--- src/rtl/alu_multicycle.sv ---
// alu_multicycle: multi-cycle ALU with valid/ready handshake, BCD adjust and bit-serial shifts.
module alu_multicycle #(
  parameter int WIDTH      = 8,
  parameter bit DECIMAL_EN = 1'b1,
  parameter int SHW        = $clog2(WIDTH)
) (
  input  logic             clk,
  input  logic             rst_n,
  input  logic             in_valid,
  output logic             in_ready,
  input  logic [3:0]       op,
  input  logic [WIDTH-1:0] a,
  input  logic [WIDTH-1:0] b,
  input  logic             ci,
  input  logic             dec,
  input  logic [SHW-1:0]   shamt,
  input  logic             abort,
  output logic             out_valid,
  input  logic             out_ready,
  output logic [WIDTH-1:0] result,
  output logic             c_out,
  output logic             v_out,
  output logic             z_out,
  output logic             n_out
);
  typedef enum logic [2:0] {IDLE, EXEC, ADJ, SHIFT, DONE} state_t;
  state_t r_state, w_next;
  logic [3:0] r_op;
  logic [WIDTH-1:0] r_a, r_b, r_res;
  logic r_ci, r_dec, r_c, r_v, r_z, r_n, r_ov;
  logic [SHW-1:0] r_shamt, r_cnt;
  logic [WIDTH-1:0] w_bx, w_sum, w_res, w_zn, w_bcd_res;
  logic [WIDTH:0] w_full, w_sh;
  logic w_sub, w_cin, w_co, w_ovf, w_c, w_v, w_shift, w_bcd, w_dc;
  logic [4:0] w_t;

  // one bit of shift/rotate on the {carry, value} ring; k = op[1:0] of ASL/LSR/ROL/ROR
  function automatic logic [WIDTH:0] f_step(input logic [1:0] k, input logic [WIDTH-1:0] x, input logic c);
    case (k)
      2'd0:    f_step = {x[WIDTH-1], x[WIDTH-2:0], 1'b0};
      2'd1:    f_step = {x[0], 1'b0, x[WIDTH-1:1]};
      2'd2:    f_step = {x[WIDTH-1], x[WIDTH-2:0], c};
      default: f_step = {x[0], c, x[WIDTH-1:1]};
    endcase
  endfunction

  assign w_shift = r_op[3:2] == 2'b10;
  assign w_bcd   = DECIMAL_EN && r_dec && (r_op == 4'd4 || r_op == 4'd5);
  assign w_sub   = r_op == 4'd5 || r_op == 4'd12;
  assign w_bx    = w_sub ? ~r_b : r_b;
  assign w_cin   = r_op == 4'd12 ? 1'b1 : r_ci;
  assign w_full  = {1'b0, r_a} + {1'b0, w_bx} + {{WIDTH{1'b0}}, w_cin};
  assign w_sum   = w_full[WIDTH-1:0];
  assign w_co    = w_full[WIDTH];
  assign w_ovf   = (r_a[WIDTH-1] ^ w_sum[WIDTH-1]) & (w_bx[WIDTH-1] ^ w_sum[WIDTH-1]);
  assign w_sh    = f_step(r_op[1:0], r_res, r_c);
  assign w_zn    = r_op == 4'd12 ? w_sum : w_res;
  assign in_ready  = rst_n && r_state == IDLE;
  assign out_valid = r_ov;
  assign result    = r_res;
  assign c_out     = r_c;
  assign v_out     = r_v;
  assign z_out     = r_z;
  assign n_out     = r_n;

  always_comb begin
    w_res = r_a;
    w_c   = r_ci;
    w_v   = 1'b0;
    case (r_op)
      4'd1:                 w_res = r_a & r_b;
      4'd2:                 w_res = r_a | r_b;
      4'd3:                 w_res = r_a ^ r_b;
      4'd4, 4'd5:           {w_c, w_res, w_v} = {w_co, w_sum, w_ovf};
      4'd6:                 w_res = r_a + 1'b1;
      4'd7:                 w_res = r_a - 1'b1;
      4'd8, 4'd9, 4'd10, 4'd11: {w_c, w_res} = r_shamt == '0 ? {r_ci, r_a} : f_step(r_op[1:0], r_a, r_ci);
      4'd12:                w_c = w_co;
      default:              w_res = r_a;
    endcase
  end

  // decimal adjust, nibble by nibble with a chained decimal carry (SBC: 1 = no borrow)
  always_comb begin
    w_dc      = r_ci;
    w_bcd_res = '0;
    w_t       = '0;
    for (int i = 0; i < WIDTH / 4; i++) begin
      w_t = {1'b0, r_a[4*i+:4]} + {1'b0, w_bx[4*i+:4]} + {4'd0, w_dc};
      if (r_op == 4'd5) begin
        w_dc = w_t[4];
        w_bcd_res[4*i+:4] = w_t[4] ? w_t[3:0] : w_t[3:0] - 4'd6;
      end else begin
        w_dc = w_t > 5'd9;
        w_bcd_res[4*i+:4] = w_t > 5'd9 ? w_t[3:0] + 4'd6 : w_t[3:0];
      end
    end
  end

  always_comb begin
    w_next = r_state;
    case (r_state)
      IDLE:    w_next = in_valid ? EXEC : IDLE;
      EXEC:    w_next = w_bcd ? ADJ : (w_shift && r_shamt > 1) ? SHIFT : DONE;
      ADJ:     w_next = DONE;
      SHIFT:   w_next = r_cnt == 1 ? DONE : SHIFT;
      DONE:    w_next = out_ready ? IDLE : DONE;
      default: w_next = IDLE;
    endcase
    if (abort) w_next = IDLE;
  end

  always_ff @(posedge clk or negedge rst_n)
    if (!rst_n) r_state <= IDLE;
    else r_state <= w_next;

  always_ff @(posedge clk or negedge rst_n) begin
    if (!rst_n) begin
      {r_op, r_a, r_b, r_ci, r_dec, r_shamt, r_cnt} <= '0;
      {r_res, r_c, r_v, r_z, r_n, r_ov} <= '0;
    end else begin
      r_ov <= w_next == DONE;
      if (!abort)
        case (r_state)
          IDLE: if (in_valid) {r_op, r_a, r_b, r_ci, r_dec, r_shamt} <= {op, a, b, ci, dec, shamt};
          EXEC: begin
            {r_res, r_c, r_v} <= {w_res, w_c, w_v};
            {r_z, r_n} <= {w_zn == '0, w_zn[WIDTH-1]};
            r_cnt <= r_shamt - 1'b1;
          end
          ADJ: {r_res, r_c, r_z, r_n} <= {w_bcd_res, w_dc, w_bcd_res == '0, w_bcd_res[WIDTH-1]};
          SHIFT: begin
            {r_c, r_res} <= w_sh;
            {r_z, r_n} <= {w_sh[WIDTH-1:0] == '0, w_sh[WIDTH-1]};
            r_cnt <= r_cnt - 1'b1;
          end
          default: ;
        endcase
    end
  end
endmodule

--- config.mk ---
export PLATFORM = sky130hd
export DESIGN_NAME = alu_multicycle
export DESIGN_NICKNAME = d
export VERILOG_FILES = /design/src/rtl/alu_multicycle.sv
export SDC_FILE = /design/constraint.sdc
export NUM_CORES = 1
export LEC_CHECK = 0
export CORE_ASPECT_RATIO = 1.25
export CORE_MARGIN = 10
export CORE_UTILIZATION = 25
export DETAILED_ROUTE_END_ITERATION = 8
export SLEW_MARGIN = 20
export SYNTH_ARGS = -nofsm -noshare
export SYNTH_HDL_FRONTEND = slang
export SYNTH_SLANG_ARGS = --single-unit
--- constraint.sdc ---
create_clock -name clk -period 7.1 [get_ports clk]
set_input_delay 1.42 -clock clk [delete_from_list [all_inputs] [get_ports clk]]
set_output_delay 1.42 -clock clk [all_outputs]
set_load 0.02 [all_outputs]
==> flow_summary.ini, run 1 <==
[outcome]
status = complete, no violations

[clocking]
cts_tree = built
cts-htree-levels = 2
numCtsBuffers = 5
insertion_delay_ns = 0.28
hold_buffers = 0
cts_resized = 0
clk_path_buf_depth = 2
root_buffer = clkbuf_16
cts_setup_buffers = 0
cts_sinks = 44
clk_pin_slew_ns = 0.06

[logic_synthesis]
async_flop_share_pct = 100.0
yosysWarnings = 0
yosysTopAreaCell = dfrtp_1
yosysTopAreaCellShare_pct = 24.26
synth-edff-count = 0
syn-num-nets = 610
synth_cells = 534
synth.distinct_cells = 68
synth_common_cells = dfrtp_1 (44), nor2_1 (42), o21ai_0 (42)
ys.flop_type = dfrtp_1
synth_area_per_cell_um2 = 8.498
ys_seq_area_share_pct = 24.26
ys_ff_latch = 44
synth_area_um2 = 4538
yosysMostFrequentCell = dfrtp_1
synth_area_leaders = dfrtp_1 (24%), ha_1 (11%), mux2_2 (7.4%), mux2i_1 (5.1%), o21ai_0 (4.6%)

[sta]
fmaxAchievable_ghz = 0.1553
slew_headroom_pct = 35.99
finalSetupViolations = 0
clock_skew_ns = 0.004768
hold_viol_final = 0
min_period_ns = 6.440
setup_tns_ns = 0
slew_viol_final = 0
worst_slew_pin_slew_ns = 0.9528
rsz0062_at_grt = false
final_min_period_over_clock_period_pct = 90.70

[global_routing]
grt_util_all_layers_pct = 10.23
grt_pass1_vias = 3890
grt_max_degree = 46
grt_pass1_wl_mm = 20.62
grt_overflow = 0
antenna_found_initial = 0

[route]
first_pass_iters = 5
avgViaCountPerCell = 5.158
routedWlPerCell_um = 16.25
vias = 4085
wl_mm = 12.87
drc_errors = 0
drtAntennaViolNets = 0
drtIter0Drc = 363

[critical_path]
path_class = flop to flop
crit_required_ns = 7.30
timing.rr.start = r_op[2]
crit_fanout = 13
r2r_cells = 24
worstPathArrival_ns = 6.64
r2r_slack_ns = 0.66
endpoint_kind = flop
worstSetupStartpointType = flop
r2r_end = z_out

[finish]
fin_area_um2 = 5336
instances_no_fill = 792
antenna_cells = 0
nets = 641
area_growth_pct = 17.59
layout-drive-gt1-share_pct = 10.28

[die]
die_h_um = 170.6
rows = 55
die_area_um2 = 23980
start_util_pct = 25.27
core_area_um2 = 17960
ios = 44
die_w_um = 140.5

[placement]
port_buffers = 43
post_dp_cell_area_um2 = 5171
routabilityCongestion = 0.9159
placed_cells = 786
dp_hpwl_mm = 10.24

[hold_path]
whs_path_depth = 2
holdPathEnd = r_cnt[1]
hp-start = r_cnt[1]
hold_path_class = flop to flop

[job]
drv_cap = 0
==> critical path, cell delays in order, from the launching register on <==
cell and delay (ns):
dfrtp_1 0.55, buf_4 0.24, and4bb_1 0.44, nor2_4 0.15, xnor2_1 0.27, inv_1 0.09
fa_1 0.40, fa_1 0.41, xor2_1 0.30, ha_1 0.25, nand2_1 0.07, o31ai_1 0.09
nand3b_1 0.15, nand2_1 0.09, fa_1 0.42, fa_1 0.44, xnor2_2 0.33, ha_1 0.21
a21bo_2 0.15, nor4bb_1 0.42, o21ai_0 0.18, xnor2_1 0.17, nor4_1 0.20, a41oi_1 0.16
a31oi_1 0.18
==> kinds of logic after synthesis <==
family,share of synthesized area (%)
adders and majority gates,13.84
xor gates and xnor gates,4.025
muxes,12.85
and+or+nand+nor,18.42
DFF,24.26
AOI/OAI and AO/OA,20.35
buffers and inverters,6.259
==> how the worst max path moves through the flow <==
stage / slack [ns] / end / startpoint / depth (start not counted)
after detailed placement: 0.63 / n_out / r_op[1] / 23
after CTS: 0.60 / n_out / r_op[1] / 23
after global routing: 0.03 / z_out / r_op[3] / 24
after global placement: 0.76 / n_out / r_op[1] / 23
final: 0.66 / z_out / r_op[2] / 24
after floorplan: 1.39 / n_out / r_op[0] / 25
==> routing by layer <==
metal,share of wire (%),global-route usage (%),vias up
li1,-,-,2008
met1,46,13.37,1951
met2,47,16.87,111
met3,5.3,2.080,15
met4,1.3,2.293,0
met5,0,0,-
==> cell usage in the layout (no fill, tap or decap), drive strengths merged, types with 8 or more instances in the layout <==
master and n:
nand2b 9, dfrtp 44, nand3 16, mux2i 23
a21oi 28, buf 8, xnor2 16, nor4 8
o21ai 44, mux2 31, nor3 9, nand2 38
a221oi 9, a211oi 10, clkdlybuf4s50 42, ha 39
nor2b 8, nor2 44, inv 41
==> state kept, by name, indices dropped and copies added (netlist names), 3 cells and up <==
signal   flops
r_cnt        3
r_state      3
r_shamt      3
result       8
r_b          8
r_op         4
r_a          8
==> per-stage QoR <==
stage	setup WS (ns)	utilization [%]	hold WS (ns)
4_1_cts	0.5964	29.66	0.4924
6_report	0.6601	29.71	0.4863
3_5_place_dp	0.6278	28.79	0.4786
2_1_floorplan	1.395	-	0.4498
3_3_place_gp	0.7567	28.79	0.4653
5_1_grt	0.02907	29.71	0.5331
==> area by class of cell <==
class                           instances  area, um2
Clock buffer                            5      125.1
Multi-Input combinational cell        423       3163
Fill cell                            1907      12620
Inverter                               41      153.9
Tap cell                              228      285.3
Sequential cell                        44       1101
Timing Repair Buffer                   50      478.0
Clock inverter                          1      30.03
Power of run 1 is left out: the tool's default activity adds up to more than one toggle a clock period on the data nets, which glitch-free logic cannot reach.
==> run 2: changes to the inputs <==
--- a/config.mk
+++ b/config.mk
@@ -8,6 +8,7 @@
 export CORE_ASPECT_RATIO = 1.25
 export CORE_MARGIN = 10
 export CORE_UTILIZATION = 25
+export CTS_CLUSTER_SIZE = 40
 export DETAILED_ROUTE_END_ITERATION = 8
 export SLEW_MARGIN = 20
 export SYNTH_ARGS = -nofsm -noshare
==> results of run 2 <==
Final layout, timing and power as in run 1 (identical DEF).
Power of run 2 is left out for the same reason.
==> run 3: changes to the inputs <==
--- a/config.mk
+++ b/config.mk
@@ -8,8 +8,9 @@
 export CORE_ASPECT_RATIO = 1.25
 export CORE_MARGIN = 10
 export CORE_UTILIZATION = 25
-export CTS_CLUSTER_SIZE = 40
+export CTS_CLUSTER_SIZE = 30
 export DETAILED_ROUTE_END_ITERATION = 8
+export SETUP_SLACK_MARGIN = 0.2
 export SLEW_MARGIN = 20
 export SYNTH_ARGS = -nofsm -noshare
 export SYNTH_HDL_FRONTEND = slang
==> run 3 against run 2 <==
  * Flip-flop and latch count stayed put
  * Wire length hardly changed
  * Critical path type unchanged
  * Non-clock buffer count is 1 higher
  * Highest routed layer unchanged
==> flow_summary.ini, run 3 (synthesis gave the netlist of run 1 again) <==
[sta]
slew_viol_final = 0
slew_headroom_pct = 34.35
finalSetupViolations = 0
worst_slew_pin_slew_ns = 0.9772
hold_viol_final = 0
clock_skew_ns = 0.004680
min_period_ns = 6.345
final_min_period_over_clock_period_pct = 89.37
fmaxAchievable_ghz = 0.1576
rsz0062_at_grt = false
setup_tns_ns = 0

[job]
drv_cap = 0

[finish]
nFillCells = 1907
final_cell_mix = dfrtp_1 (43), nor2_1 (42), o21ai_0 (42), clkdlybuf4s50_1 (42), inv_1 (41)
layout-drive-gt1-share_pct = 10.97
nets = 642
area_growth_pct = 17.92
instances_no_fill = 793
final_common_cell = dfrtp_1
antenna_cells = 0

[route]
wl_mm = 12.88
drtIter0Drc = 379
drc_errors = 0
drtAntennaViolNets = 0
vias = 4103
avgViaCountPerCell = 5.174
routedWlPerCell_um = 16.24
first_pass_iters = 5

[critical_path]
crit_fanout = 13
r2r_slack_ns = 0.75
crit_chain = buf_4, and4bb_2, nor2_4, xnor2_1, inv_1, fa_1, fa_1, xor2_1, ha_1, nand2_1, o31ai_1, nand3b_1, nand2_1, fa_1, fa_1, xnor2_2, inv_1, ha_1, nor3_1, nand3b_1, o311ai_1, or2_2, a31o_2, o221a_2
endpoint_kind = flop
crit_slowest_cell = dfrtp_1
crit_required_ns = 7.27
critPathMaxStageDelay_ns = 0.55
cp_num_buf_inv = 3
timing.rr.start = r_op[2]
worstSetupStartpointType = flop
crit_family = adder cells
crit_start = r_op[2]
path_class = flop to flop
crit_top_cell = fa_1
worstPathArrival_ns = 6.51

[global_routing]
grt_overflow = 0
grt_max_degree = 46
grt_util_all_layers_pct = 10.23
grt_pass1_vias = 3890
antenna_found_initial = 0
grt_pass1_wl_mm = 20.62

[die]
die_area_um2 = 23980
ios = 44
die_w_um = 140.5
start_util_pct = 25.27
die_h_um = 170.6
core_area_um2 = 17960
rows = 55

[clocking]
clk_path_buf_depth = 2
cts-htree-levels = 2
root_buffer = clkbuf_16
insertion_delay_ns = 0.28
cts_tree = built
cts_sinks = 44
hold_buffers = 0
numCtsBuffers = 5
clk_pin_slew_ns = 0.06

[placement]
routabilityCongestion = 0.9159
dp_hpwl_mm = 10.24
placed_cells = 786
port_buffers = 43

[outcome]
status = complete, no violations

[hold_path]
hold_path_class = flop to flop
hp-start = r_cnt[1]
run 3: final timing paths:
kind                            end  depth (start not counted)
setup reg to reg              n_out                         24
hold / removal             r_cnt[1]                          2
hold reg to reg            r_cnt[1]                          2
max in group asynchronous   r_op[1]                          2
setup / recovery              n_out                         24
min in group asynchronous  r_cnt[2]                          2
run 3: per-stage QoR:
stage	instance area, um2	util [%]	setup WS (ns)	hold WS, ns
2_1_floorplan	4538	-	1.395	0.4498
3_3_place_gp	5171	28.79	0.7567	0.4653
3_5_place_dp	5171	28.79	0.6278	0.4786
4_1_cts	5326	29.66	0.5964	0.4924
5_1_grt	5351	29.79	0.2690	0.5331
6_report	5351	29.79	0.7545	0.4863
run 3: layout make-up:
type,instances,area [um2],area share [%]
Clock inverter,1,30.03,0.5611
Multi-Input combinational cell,423,3169,59.22
Tap cell,228,285.3,5.331
Clock buffer,5,125.1,2.338
Inverter,41,153.9,2.876
Timing Repair Buffer,51,485.5,9.072
Sequential cell,44,1102,20.60
run 3: per-layer routing:
layer  wire length [um]  global-route usage [%]  vias to the layer above  share of wire [%]
met4                167                   2.293                        0                1.3
met1               5903                   13.37                     1969                 46
met2               6080                   16.87                      112                 47
met5                  0                       0                        -                  0
li1                   -                       -                     2007                  -
met3                729                   2.080                       15                5.7
run 3: what timing repair did:
| action | 4_1_cts | 5_1_grt |
|---|---|---|
| gates resized for setup | 0 | 4 |
| setup endpoints to repair | 0 | 4 |
| buffers inserted | 0 | 1 |
run 3: worst reg2reg max path, delay by kind of cell (launching register included):
family / cells / cell delay, ns
AND/OR/NAND/NOR: 8 / 1.53
XOR/XNOR: 3 / 0.89
buffers and inverters: 3 / 0.44
AO/OA/AOI/OAI: 4 / 0.72
adder cells (fa/ha/maj): 6 / 2.11
flip-flops: 1 / 0.55
Power of run 3 is left out for the same reason.
==> patch 1, RTL diff (settings of run 1) <==
Encoding of `state_t`: now one-hot (5 bits for 5 states).
--- a/src/rtl/alu_multicycle.sv
+++ b/src/rtl/alu_multicycle.sv
@@ -23,7 +23,7 @@
   output logic             z_out,
   output logic             n_out
 );
-  typedef enum logic [2:0] {IDLE, EXEC, ADJ, SHIFT, DONE} state_t;
+  typedef enum logic [4:0] {IDLE = 5'b00001, EXEC = 5'b00010, ADJ = 5'b00100, SHIFT = 5'b01000, DONE = 5'b10000} state_t;
   state_t r_state, w_next;
   logic [3:0] r_op;
   logic [WIDTH-1:0] r_a, r_b, r_res;
Formal check against the unedited RTL: no difference found for any inputs over 4 cycles, from zero or initial values and one cycle with rst_n low; so few cycles prove little.
==> patch 1 against run 1 <==
  * Sequential cell count rose by 2
  * Cell area up 1.9%
  * Utilization increased by 0.094 points
  * Synthesized area increased by 3.0%
  * Setup slack improved by 0.54 ns
  * Count of clock-buffer cells in the layout grew 2
  * Routed wire length grew 6.6%
==> patch 1: results (changes against run 1) <==
| Metric | Value |
|---|---|
| CP max stage delay | `0.71 ns (was 0.55 ns)` |
| Area of the multi-input gates | `0.00324 mm2 (was 0.00316 mm2)` |
| GP Congestion | `0.900 (was 0.916)` |
| Status | `finished clean (unchanged)` |
| Worst EP arrival | `6.09 ns (was 6.64 ns)` |
| Clkbuf count | `7 (was 5)` |
| DR iter-0 viols | `373 (was 363)` |
| Largest net degree at the start of global routing | `48 (was 46)` |
| Worst Skew | `0.00577 ns (was 0.00477 ns)` |
| Crit-path max FO | `20 (was 13)` |
| Global-route wire length before repair | `22,300 um (was 20,600 um)` |
| Clk tree area frac | `2.79% (was 2.91%)` |
| Placed Cells | `818 (was 786)` |
| Total GRT Usage | `10.9% (was 10.2%)` |
| Routed wire length | `13,700 um (was 12,900 um)` |
| RR Startpoint | `r_op[3] (was r_op[2])` |
| #MultiIn Comb | `457 (was 423)` |
| Worst slack, placed | `1.25 ns (was 0.628 ns)` |
| Fmax | `169 MHz (was 155 MHz)` |
| Area share of fa/ha/maj cells after synthesis | `13.2% (was 13.8%)` |
| Bufs w/o clock | `48 (was 50)` |
| Final net count | `672 (was 641)` |
| Vias per Instance | `5.14 (was 5.16)` |
| Skew-Pair Late Insertion Delay | `0.30 ns (was 0.28 ns)` |
| Compound-cell area share of the yosys netlist | `23.0% (was 20.3%)` |
| Dpl cell area | `0.00528 mm2 (was 0.00517 mm2)` |
| Commonest cells in the synthesized netlist | `nand2_1, nor2_1, dfrtp_1, o21ai_0 (was dfrtp_1, nor2_1, o21ai_0, inv_1, ha_1)` |
| Inverters | `39 (was 41)` |
| Register fraction of the total cell area | `21.2% (was 20.6%)` |
| Register-to-register setup slack | `1.20 ns (was 0.66 ns)` |
patch 1: cell count changes after synthesis, sizes merged, moves of 4 or more:
| cell | change |
|---|---|
| nand2 | +29 |
| mux2 | -22 |
| xor2 | +5 |
| a211oi | +4 |
| nor2 | +9 |
| nand3 | -9 |
| nor4 | -5 |
| o22ai | +6 |
patch 1: worst min-delay path by stage:
stage | from | to | slack [ns]
6_report | r_dec | r_dec | 0.50
5_1_grt | r_cnt[0] | r_cnt[0] | 0.53
4_1_cts | r_dec | r_dec | 0.51
3_5_place_dp | r_dec | r_dec | 0.49
3_3_place_gp | r_dec | r_dec | 0.49
2_1_floorplan | r_dec | r_dec | 0.45
patch 1: layer usage:
metal | track usage (%) | up-vias | part of all wire, %
met3 | 1.75 | 33 | 4.3
met2 | 18.1 | 102 | 48
li1 | - | 2103 | -
met5 | 0 | - | 0
met1 | 13.9 | 2005 | 45
met4 | 3.84 | 0 | 2.9
==> patch 2, RTL diff (config.mk and constraints of run 1) <==
Without the edit above. `DECIMAL_EN`: 1'b1 -> 1'b0.
--- a/src/rtl/alu_multicycle.sv
+++ b/src/rtl/alu_multicycle.sv
@@ -1,7 +1,7 @@
 // alu_multicycle: multi-cycle ALU with valid/ready handshake, BCD adjust and bit-serial shifts.
 module alu_multicycle #(
   parameter int WIDTH      = 8,
-  parameter bit DECIMAL_EN = 1'b1,
+  parameter bit DECIMAL_EN = 1'b0,
   parameter int SHW        = $clog2(WIDTH)
 ) (
   input  logic             clk,
Formal check against the unedited RTL: not equivalent (a bounded check fails within 4 cycles, from zero or initial values and one cycle with rst_n low).
==> patch 2 against run 1 <==
  * First-iteration DRC count down 20%
  * Sequential cell count down 1
  * Synthesized area down 0.58%
  * Utilization up 0.67 points
  * Global-route usage up 0.34 points
  * Via count up 0.39%
  * Clock skew up 0.0089 ns
  * Setup slack better by 0.13 ns
  * Cell area unchanged
  * Routed wire length about the same
Power is not shown: default switching activity piles up to over one toggle a cycle in this logic, so the estimate is an artifact.
==> patch 2: results (changes against run 1) <==
| Metric | Value |
|---|---|
| Status | `finished clean (unchanged)` |
| Mapped Nets | `619 (was 610)` |
| Compound-cell area share of the yosys netlist | `23.5% (was 20.3%)` |
| Largest net degree at the start of global routing | `45 (was 46)` |
| Total GRT Usage | `10.6% (was 10.2%)` |
| Register-to-register setup slack | `0.79 ns (was 0.66 ns)` |
| Grt met3 use | `1.70% (was 2.08%)` |
| Area share of fa/ha/maj cells after synthesis | `13.9% (was 13.8%)` |
| Reg clk slew, reported paths | `0.08 ns (was 0.06 ns)` |
| Global-route wire length before repair | `20,900 um (was 20,600 um)` |
| CP max stage delay | `0.55 ns (about the same)` |
| M1 WL | `5730 um (was 5920 um)` |
| GP Congestion | `0.891 (was 0.916)` |
| DR iter-0 viols | `291 (was 363)` |
| Dpl cell area | `0.00519 mm2 (was 0.00517 mm2)` |
| Worst EP arrival | `6.56 ns (was 6.64 ns)` |
| Cell variety after synth | `72 (was 68)` |
| Routed wire length | `12,900 um (about the same)` |
| GR Util met1 | `12.6% (was 13.4%)` |
| Fill cell count | `1,879 (was 1,907)` |
| Commonest cells in the synthesized netlist | `nor2_1, a21oi_1, dfrtp_1, nand2_1, ha_1 (was dfrtp_1, nor2_1, o21ai_0, inv_1, ha_1)` |
| RR Startpoint | `r_op[3] (was r_op[2])` |
| Xor/xnor share of the synthesized area | `4.27% (was 4.03%)` |
| Met3 WL post-DR | `471 um (was 678 um)` |
| Signal buf overhead | `9.75% (was 8.96%)` |
| Vias | `4,101 (was 4,085)` |
| Worst Skew | `0.0136 ns (was 0.00477 ns)` |
| Non-Filler Instances | `804 (was 792)` |
| Final net count | `655 (was 641)` |
| Met2 Usage GRT | `18.3% (was 16.9%)` |
| Inverters | `36 (was 41)` |
| Chip width | `140 um (was 141 um)` |
| Fraction of the yosys area taken by sequential cells | `23.8% (was 24.3%)` |
| Input/output buffers | `42 (was 43)` |
| Worst slack, placed | `0.848 ns (was 0.628 ns)` |
| Storage element area | `0.00108 mm2 (was 0.00110 mm2)` |
| Clk tree area frac | `2.79% (was 2.91%)` |
| Bufs w/o clock | `56 (was 50)` |
| Share of cells above drive strength 1 | `12.6% (was 10.3%)` |
| Slowest-stage cell, CP | `or4_1 (was dfrtp_1)` |
| Skew-Pair Late Insertion Delay | `0.31 ns (was 0.28 ns)` |
| Crit-path max FO | `18 (was 13)` |
| Area of the multi-input gates | `0.00318 mm2 (was 0.00316 mm2)` |
| Number of global-route vias before repair | `4,012 (was 3,890)` |
| #MultiIn Comb | `437 (was 423)` |
| R2R depth | `26 (was 24)` |
| DP Wirelength | `10,100 um (was 10,200 um)` |
| Slew at the pin with the worst max-slew slack | `0.752 ns (was 0.953 ns)` |
| Clock Sinks | `43 (was 44)` |
| Cell count after synthesis | `543 (was 534)` |
| Multiplexer share of the synthesized area | `10.4% (was 12.8%)` |
| Synth top area cells | `dfrtp_1, ha_1, mux2_2 (unchanged)` |
| Metal2 WL | `6260 um (was 6110 um)` |
==> patch 2: cell types whose count changed in the layout (fill, tap and decap cells not counted), sizes merged, moves of 8 or more <==
cell / before / now
o21ai: 44 / 36
mux2i: 23 / 13
a21o: 0 / 8
a21oi: 28 / 47
nor3: 9 / 20
==> patch 2: how the worst max path moves through the flow <==
| stage | endpoint | startpoint | cells past startpoint | slack [ns] |
|---|---|---|---|---|
| 6_report | z_out | r_op[3] | 26 | 0.79 |
| 5_1_grt | z_out | r_op[3] | 26 | 0.41 |
| 4_1_cts | z_out | r_op[3] | 26 | 0.79 |
| 3_5_place_dp | z_out | r_op[3] | 26 | 0.85 |
| 3_3_place_gp | z_out | r_op[3] | 26 | 0.86 |
| 2_1_floorplan | z_out | r_op[1] | 25 | 1.17 |
==> patch 2: per-stage QoR <==
stage | hold WS [ns] | utilization [%]
floorplan | 0.450 | -
global placement | 0.469 | 29.5
detailed placement | 0.472 | 29.5
CTS | 0.487 | 30.4
global route | 0.531 | 30.4
finish | 0.486 | 30.4
